<file path="src/rtl/burst_error_injector.sv">
// ---------------------------------------------------------------------------
// burst_error_injector
//   Streams clean codewords through a one-entry output register and, depending
//   on mode, flips a single bit or a short burst of bits chosen by a 32-bit
//   Galois LFSR (x^32+x^22+x^2+x+1, right shift). The LFSR steps once per
//   accepted word; the fields used for a word come from the LFSR value before
//   that step.
//
//   Optional feature macro: BURST_ERROR_INJECTOR_STATS_EN
//     defined   -> err_count is a saturating count of corrupted words
//     undefined -> err_count is tied to 0 and the counter is absent
//
// Ports
//   clk, rst     clock, synchronous active-high reset
//   in_valid     input word valid
//   in_ready     input word accepted when high together with in_valid
//   in_data      clean codeword [DATA_W]
//   mode         0/3 pass, 1 single-bit flip, 2 burst flip
//   seed_load    load seed into the LFSR on the next edge
//   seed         seed value (0 selects SEED)
//   out_valid    output word valid
//   out_ready    downstream ready
//   out_data     corrupted codeword [DATA_W]
//   burst_start  index of the first flipped bit
//   burst_len    number of bits in the burst span (0 = none)
//   err_count    saturating corrupted-word count
// ---------------------------------------------------------------------------

// Per-bit lane: decides whether bit IDX lies in the burst span and is flipped.
module burst_error_injector_lane #(
    parameter int IDX = 0
) (
    input  logic [8:0]  i_start,
    input  logic [4:0]  i_len,
    input  logic [15:0] i_taps,     // lfsr[31:16], interior flip pattern
    output logic        o_flip
);
    localparam logic [8:0] IDX9 = 9'(IDX);

    logic [8:0] w_off;
    logic [8:0] w_len9;
    logic       w_in_span;
    logic       w_end;

    assign w_off     = IDX9 - i_start;
    assign w_len9    = {4'b0, i_len};
    assign w_in_span = (IDX9 >= i_start) && (w_off < w_len9);
    // Both ends of the span are always flipped; interior bits follow the taps.
    assign w_end     = (w_off == 9'd0) || (w_off == w_len9 - 9'd1);
    assign o_flip    = w_in_span && (w_end || i_taps[w_off[3:0]]);
endmodule

module burst_error_injector #(
    parameter int          DATA_W    = 64,
    parameter int          MAX_BURST = 8,
    parameter logic [31:0] SEED      = 32'hACE12468
) (
    input  logic                      clk,
    input  logic                      rst,
    input  logic                      in_valid,
    output logic                      in_ready,
    input  logic [DATA_W-1:0]         in_data,
    input  logic [1:0]                mode,
    input  logic                      seed_load,
    input  logic [31:0]               seed,
    output logic                      out_valid,
    input  logic                      out_ready,
    output logic [DATA_W-1:0]         out_data,
    output logic [$clog2(DATA_W)-1:0] burst_start,
    output logic [4:0]                burst_len,
    output logic [15:0]               err_count
);
    localparam int          SW    = $clog2(DATA_W);
    localparam logic [31:0] TAPS  = 32'h8020_0003;
    localparam logic [7:0]  MOD_V = 8'(MAX_BURST - 1);

    logic [31:0]       r_lfsr;
    logic              r_valid;
    logic [DATA_W-1:0] r_data;
    logic [SW-1:0]     r_start;
    logic [4:0]        r_len;

    logic              w_hs;
    logic              w_corrupt;
    logic [31:0]       w_lfsr_adv;
    logic [SW-1:0]     w_start;
    logic [7:0]        w_mod;
    logic [4:0]        w_rawlen;
    logic [8:0]        w_room;
    logic [4:0]        w_len;
    logic [4:0]        w_eff_len;
    logic [DATA_W-1:0] w_mask;

    assign in_ready  = !r_valid || out_ready;
    assign w_hs      = in_valid && in_ready;
    assign w_corrupt = (mode == 2'd1) || (mode == 2'd2);

    assign w_lfsr_adv = (r_lfsr >> 1) ^ (r_lfsr[0] ? TAPS : 32'h0);

    // DATA_W is a power of two no larger than 256, so lfsr[7:0] mod DATA_W
    // is just the low SW bits.
    assign w_start  = r_lfsr[SW-1:0];
    assign w_mod    = r_lfsr[15:8] % MOD_V;
    assign w_rawlen = 5'd2 + w_mod[4:0];
    // Clip so the burst never runs past the top bit. When clipped the room
    // is below rawlen (<= 16), so it fits in 5 bits.
    assign w_room   = 9'(DATA_W) - 9'(w_start);
    assign w_len    = (9'(w_rawlen) > w_room) ? w_room[4:0] : w_rawlen;
    // Single-bit mode is a burst of length one at the same start.
    assign w_eff_len = (mode == 2'd1) ? 5'd1 : w_len;

    for (genvar i = 0; i < DATA_W; i++) begin : g_lane
        burst_error_injector_lane #(.IDX(i)) u_lane (
            .i_start (9'(w_start)),
            .i_len   (w_eff_len),
            .i_taps  (r_lfsr[31:16]),
            .o_flip  (w_mask[i])
        );
    end

    always_ff @(posedge clk) begin
        if (rst) begin
            r_lfsr  <= SEED;
            r_valid <= 1'b0;
            r_data  <= '0;
            r_start <= '0;
            r_len   <= '0;
        end else begin
            // A seed load overrides the step of a word accepted this cycle;
            // that word has already sampled the pre-load value.
            if (seed_load)
                r_lfsr <= (seed == 32'd0) ? SEED : seed;
            else if (w_hs)
                r_lfsr <= w_lfsr_adv;

            if (w_hs) begin
                r_valid <= 1'b1;
                r_data  <= in_data ^ (w_corrupt ? w_mask : '0);
                r_start <= w_corrupt ? w_start : '0;
                r_len   <= w_corrupt ? w_eff_len : 5'd0;
            end else if (out_ready) begin
                r_valid <= 1'b0;
            end
        end
    end

    assign out_valid   = r_valid;
    assign out_data    = r_data;
    assign burst_start = r_start;
    assign burst_len   = r_len;

`ifdef BURST_ERROR_INJECTOR_STATS_EN
    logic [15:0] r_err_cnt;

    always_ff @(posedge clk) begin
        if (rst)
            r_err_cnt <= '0;
        else if (w_hs && w_corrupt && (r_err_cnt != 16'hFFFF))
            r_err_cnt <= r_err_cnt + 16'd1;
    end

    assign err_count = r_err_cnt;
`else
    assign err_count = 16'd0;
`endif
endmodule

</file>
<file path="config.mk">
export PLATFORM = sky130hd
export DESIGN_NAME = burst_error_injector
export DESIGN_NICKNAME = d
export VERILOG_FILES = /design/src/rtl/burst_error_injector.sv
export SDC_FILE = /design/constraint.sdc
export NUM_CORES = 1
export LEC_CHECK = 0
export BUFFER_PORTS_ARGS = -buffer_cell sky130_fd_sc_hd__buf_2
export CAP_MARGIN = 20
export CORE_UTILIZATION = 59
export DETAILED_ROUTE_END_ITERATION = 12
export PLACE_DENSITY = 0.84
export SLEW_MARGIN = 20
export SYNTH_ARGS = -nofsm -noshare
export SYNTH_HDL_FRONTEND = slang
export SYNTH_SLANG_ARGS = --single-unit
</file>
<file path="constraint.sdc">
create_clock -name clk -period 26.6 [get_ports clk]
set_input_delay 2.66 -clock clk [delete_from_list [all_inputs] [get_ports clk]]
set_output_delay 2.66 -clock clk [all_outputs]
set_load 0.01 [all_outputs]
</file>
* Word level (Yosys, flattened, before mapping) *
Index checks and enable logic that the tools add are counted.
W data, S select, Z words.

word-level totals
  output and inout port bits = 93
  register bits = 108
  input bits = 103

operators by class
  muxes and demuxes = 139
  add/subtract/negate cells = 67
  divide/modulo/power cells = 1
  reduce and logical (&&, ||, !) cells = 327
  bitwise operators = 2
  equal/unequal tests = 66
  order comparisons = 193

operator list
  kind                   number
  $eq A9 B9 Y1           64
  $logic_not A9 Y1       64
  $lt A9 B5 Y1           64
  $lt A4 B5 Y1 const B   64
  $bmux W1 S4            64
  $sub A6 B6 Y7 const A  32
  $ge A6 B6 Y1 const A   32
  $logic_or A1 B1 Y1     130
  $logic_and A1 B1 Y1    129
  $mux W32               4
  $sub A5 B6 Y7 const A  16
  $ge A5 B6 Y1 const A   16
  $mux W1                66
  $mux W64               1
  $xor A64 B64 Y64       1
  $sub A4 B6 Y7 const A  8
  $ge A4 B6 Y1 const A   8
  $logic_not A32 Y1      1
  $xor A31 B32 Y32       1
  $sub A3 B6 Y7 const A  4
  $ge A3 B6 Y1 const A   4
  $mux W5                3
  $sub A1 B6 Y7 const A  2
  $sub A2 B6 Y7 const A  2
  other kinds (12)       15

* Logic depth before layout (Yosys ltp) *
  word-level depth = 12
  gate-level depth with buffers = 44
  depth with buffers taken out = 42

* Worst setup path after synthesis *
Ideal clock, no wire load.

  kind = register -> register
  from = register r_lfsr[13]
  to = register r_data[0], in the netlist out_data[0]
  cell stages (with the launch flop) = 43
  data required time = 26,521 ps
  library setup time = 79 ps
  buffers on the path = 2
  data arrival time = 9,171 ps
  slack = 17,349 ps
  cell sequence = dfxtp_1 > ha_1 > buf_2 > and2_1 > mux2i_1 > a2111oi_0 > or3_1 > clkbuf_1 > nand2b_1 > a21o_1 > ha_1 > nand2_1 > a41oi_2 > o31ai_1 > ha_1 > inv_1 > or3_4 > a31oi_1 > [7 not listed] > nor2_1 > o21ai_0 > and2_0 > nand3_1 > o31ai_1 > a41o_1 > a311oi_1 > inv_1 > ha_1 > xnor2_1 > xnor2_1 > nor2b_1 > nand2_1 > mux2i_4 > or3b_1 > a2111oi_2 > xnor2_1 > a211oi_2

between the ends
  cells in the longest elaborated chain, start to end = 12

ends and longest elaborated chain
  element                  RTL line  source
  from (decl)              77        logic [31:0] r_lfsr;
  from (signal assigned)   132       r_lfsr <= (seed == 32'd0) ? SEED : seed;
  from (signal assigned)   134       r_lfsr <= w_lfsr_adv;
  $mod A8 B3 Y8 (*)        103       assign w_mod = r_lfsr[15:8] % MOD_V;
  $add A2 B5 Y5 (*)        104       assign w_rawlen = 5'd2 + w_mod[4:0];
  $gt A5 B9 Y1             108       assign w_len = (9'(w_rawlen) > w_room) ? w_room[4:0] : w_rawlen;
  $mux W5 (*)              108
  $mux W5 (*)              110       assign w_eff_len = (mode == 2'd1) ? 5'd1 : w_len;
  $sub A5 B1 Y6            49        assign w_end = (w_off == 9'd0) || (w_off == w_len9 - 9'd1);
  $eq A9 B9 Y1             49
  $logic_or A1 B1 Y1       49
  $logic_or A1 B1 Y1       50        assign o_flip = w_in_span && (w_end || i_taps[w_off[3:0]]);
  $logic_and A1 B1 Y1 (*)  50
  $mux W64 (*)             138       r_data <= in_data ^ (w_corrupt ? w_mask : '0);
  $xor A64 B64 Y64 (*)     138
  to (signal assigned)     138
  to (decl)                79        logic [DATA_W-1:0] r_data;

Every way passes the cells marked *; elsewhere a longest branch is shown, timed or not.
A chain may end at the register's enable or synchronous reset.

* Worst setup path in the final report *
Same ends and word-level chain as after synthesis.

==> flow_metrics.tcl <==
set metrics [dict create \
    swShare_pct 54.0 \
    die_area_um2 25300 \
    cts_hold_buf 0 \
    async_flop_share_pct 0 \
    numPortBuffers 179 \
    vias 16455 \
    setup_tns_ns 0 \
    final_hold_viol_count 0 \
    dr.pass1.iters 7 \
    syn_to_final_growth_pct 8.76 \
    critPathLaunchType "register" \
    antenna_found_initial 0 \
    cp-startpoint "r_lfsr[13]$_SDFFE_PP1P_" \
    fp.dieW_um 159 \
    layout_commonest_cell "nand2_1" \
    pwr-share-seq_pct 13.6 \
    ys_ff_latch 108 \
    h-tree-depth 3 \
    clk_latency_ns 0.39 \
    drt_iter0_drc 2036 \
    yosysUniqueCellTypes 98 \
    synth_warnings 0 \
    ys_seq_area_share_pct 14.9 \
    cp_data_arrival_time_ns 11.58 \
    start_util_pct 60.0 \
    p_switching_w 0.000748 \
    grt_max_degree 88 \
    tritoncts "yes" \
    postCtsSetupRepairBufs 0 \
    worstMarginPinSlew_ns 1.07 \
    fillers 2244 \
    ant_nets 0 \
    grt-ovfl-total 0 \
    fmax_mhz 88.7 \
    gp_congestion 1.07 \
    total_leakage_power_nw 6.58 \
    rsz0062_at_grt "no" \
    via_per_inst 6.82 \
    cpMaxStageDelayCell "a311oi_1" \
    min_period_over_period_pct 42.4 \
    crit_top_cell "ha_1" \
    slew_viol_final 0 \
    layout_common_cells "nand2_1 (238), nor2_1 (180), buf_2 (179)" \
    multiInputGateArea_um2 11500 \
    num-nets-final 2298 \
    synthCells 1997 \
    wire_per_inst_um 22.6 \
    ctsRootBufferMaster "clkbuf_16" \
    rows 57 \
    setup_viol 0 \
    status "completed" \
    seq_area_um2 2160 \
    worst_clock_skew_ns 0.0118 \
    grt_pass1_wl_mm 84.5 \
    drv_cap 0 \
    core_area_um2 24200 \
    layout-drive-gt1-share_pct 14.0 \
    drc 0 \
    pwr-share-clk_pct 10.8 \
    vdd_drop_max_uv 61.9 \
    post-dp-hpwl_mm 38.7 \
    clkSinkCount 108 \
    track_usage_pct 42.3 \
    synth-edff-count 0 \
    cts-resized-gates 0 \
    min_period_ns 11.27 \
    clk_pin_slew_worst_paths_ns 0.09 \
    power.internal_w 0.000636 \
    holdCritStartpoint "out_data[10]$_SDFFE_PP0P_" \
    fp.dieH_um 159 \
    num_antenna_cells 0 \
    reg2reg_from "r_lfsr[13]$_SDFFE_PP1P_" \
    synth_flop_cell "dfxtp_1" \
    critPathRequiredTime_ns 26.91 \
    numCtsBuffers 9 \
    cts_buffer_depth 2 \
    crit_type "reg -> reg" \
    slowest_delay_ns 0.69 \
    synth.cell_area_um2 14600 \
    finalPower_w 0.00138 \
    combPwrFrac_pct 75.7 \
    syn_area_per_cell_um2 7.29 \
    cp_max_fo 16 \
    cp-end-kind "register" \
    slew_headroom_pct 28.7 \
    grt_pass1_vias 15207 \
    p_per_area_nw_per_um2 87.4 \
    hp-class "reg -> reg" \
    wirelength_mm 54.5 \
    num_io_pins 196 \
]
[path summary, 6_finish.rpt]
check / end / cells after the start / slack (ns)
worst max-delay path: out_data[0]$_SDFFE_PP0P_ / 41 / 15.33
worst min-delay path: out_data[10]$_SDFFE_PP0P_ / 2 / 0.44
worst max register to register: out_data[0]$_SDFFE_PP0P_ / 41 / 15.33
worst min register to register: out_data[10]$_SDFFE_PP0P_ / 2 / 0.44
[layer usage]
metal  wire (um)  up-vias  GRT usage (%)
met4        3290        0           24.9
met3        7460      262           12.6
met5           0        -              0
met2       22600     1170           61.4
li1            -     7454              -
met1       21100     7569           55.3
[critical path: cells and delay by family (launching register included)]
kind | cells | cell delay (ns)
AO/OA/AOI/OAI | 12 | 3.41
XOR/XNOR | 3 | 1.03
adder cells (fa/ha/maj) | 6 | 1.73
buffers and inverters | 3 | 0.37
flip-flops | 1 | 0.64
multiplexers | 2 | 0.39
AND/OR/NAND/NOR | 15 | 3.64
[power by group through the flow]
stage | clock network [W] | registers, W | logic, W
6_report | 0.000149 | 0.000188 | 0.00105
5_1_grt | 0.000155 | 0.000189 | 0.00112
4_1_cts | 0.000150 | 0.000187 | 0.00101
3_5_place_dp | 0 | 0.000191 | 0.000999
3_3_place_gp | 0 | 0.000190 | 0.000970
2_1_floorplan | 0 | 0.000194 | 0.000736
[synth_stat cells (25+ instances only)]
library cell,instances,area [um2]
nand2_1,239,897
a211oi_1,41,308
a21o_1,43,323
ha_1,110,1380
clkbuf_1,106,398
nor2_1,181,679
and3_1,25,156
o21ai_0,75,375
nand3_1,65,325
inv_1,63,236
nand2b_1,28,175
xnor2_1,102,893
mux2i_1,50,500
a21oi_1,163,816
nand4_1,26,163
a31oi_1,34,213
nor3_1,54,270
dfxtp_1,108,2160
[cell type report]
class / count / share of cell area, %
multi-input combinational: 1682 / 72.8
sequential: 108 / 13.7
timing repair buffer: 215 / 7.36
tap: 324 / 2.56
inverter: 69 / 1.64
clock buffer: 9 / 1.42
clock inverter: 7 / 0.577
[cells by family (layout without fill, tap and decap cells)]
group,after synthesis,after routing,synth area share (%)
adders and majority gates,110,110,9.45
and+or+nand+nor,779,779,26.3
xor gates and xnor gates,141,141,10.4
buffers and inverters,222,300,6.47
muxes,70,70,6.33
AOI/OAI and AO/OA,566,566,26.2
DFF,108,108,14.9
other,1,16,0.0258
[per-stage QoR]
step	utilization, %	cell area (um2)	instances	hold WS [ns]	setup slack, ns
floorplan	-	14600	2012	0.470	17.35
global placement	64.0	15500	2398	0.428	15.96
detailed placement	64.0	15500	2398	0.434	15.64
CTS	65.3	15800	2414	0.449	15.60
global route	65.3	15800	2414	0.473	14.52
finish	65.3	15800	2414	0.444	15.33
[registers in the layout, summed over array words and instances, names as in the netlist]
signal       flops
burst_start      6
out_data        64
out_valid        1
burst_len        5
r_lfsr          32
Note: power is estimated with default switching activity, not from simulation.
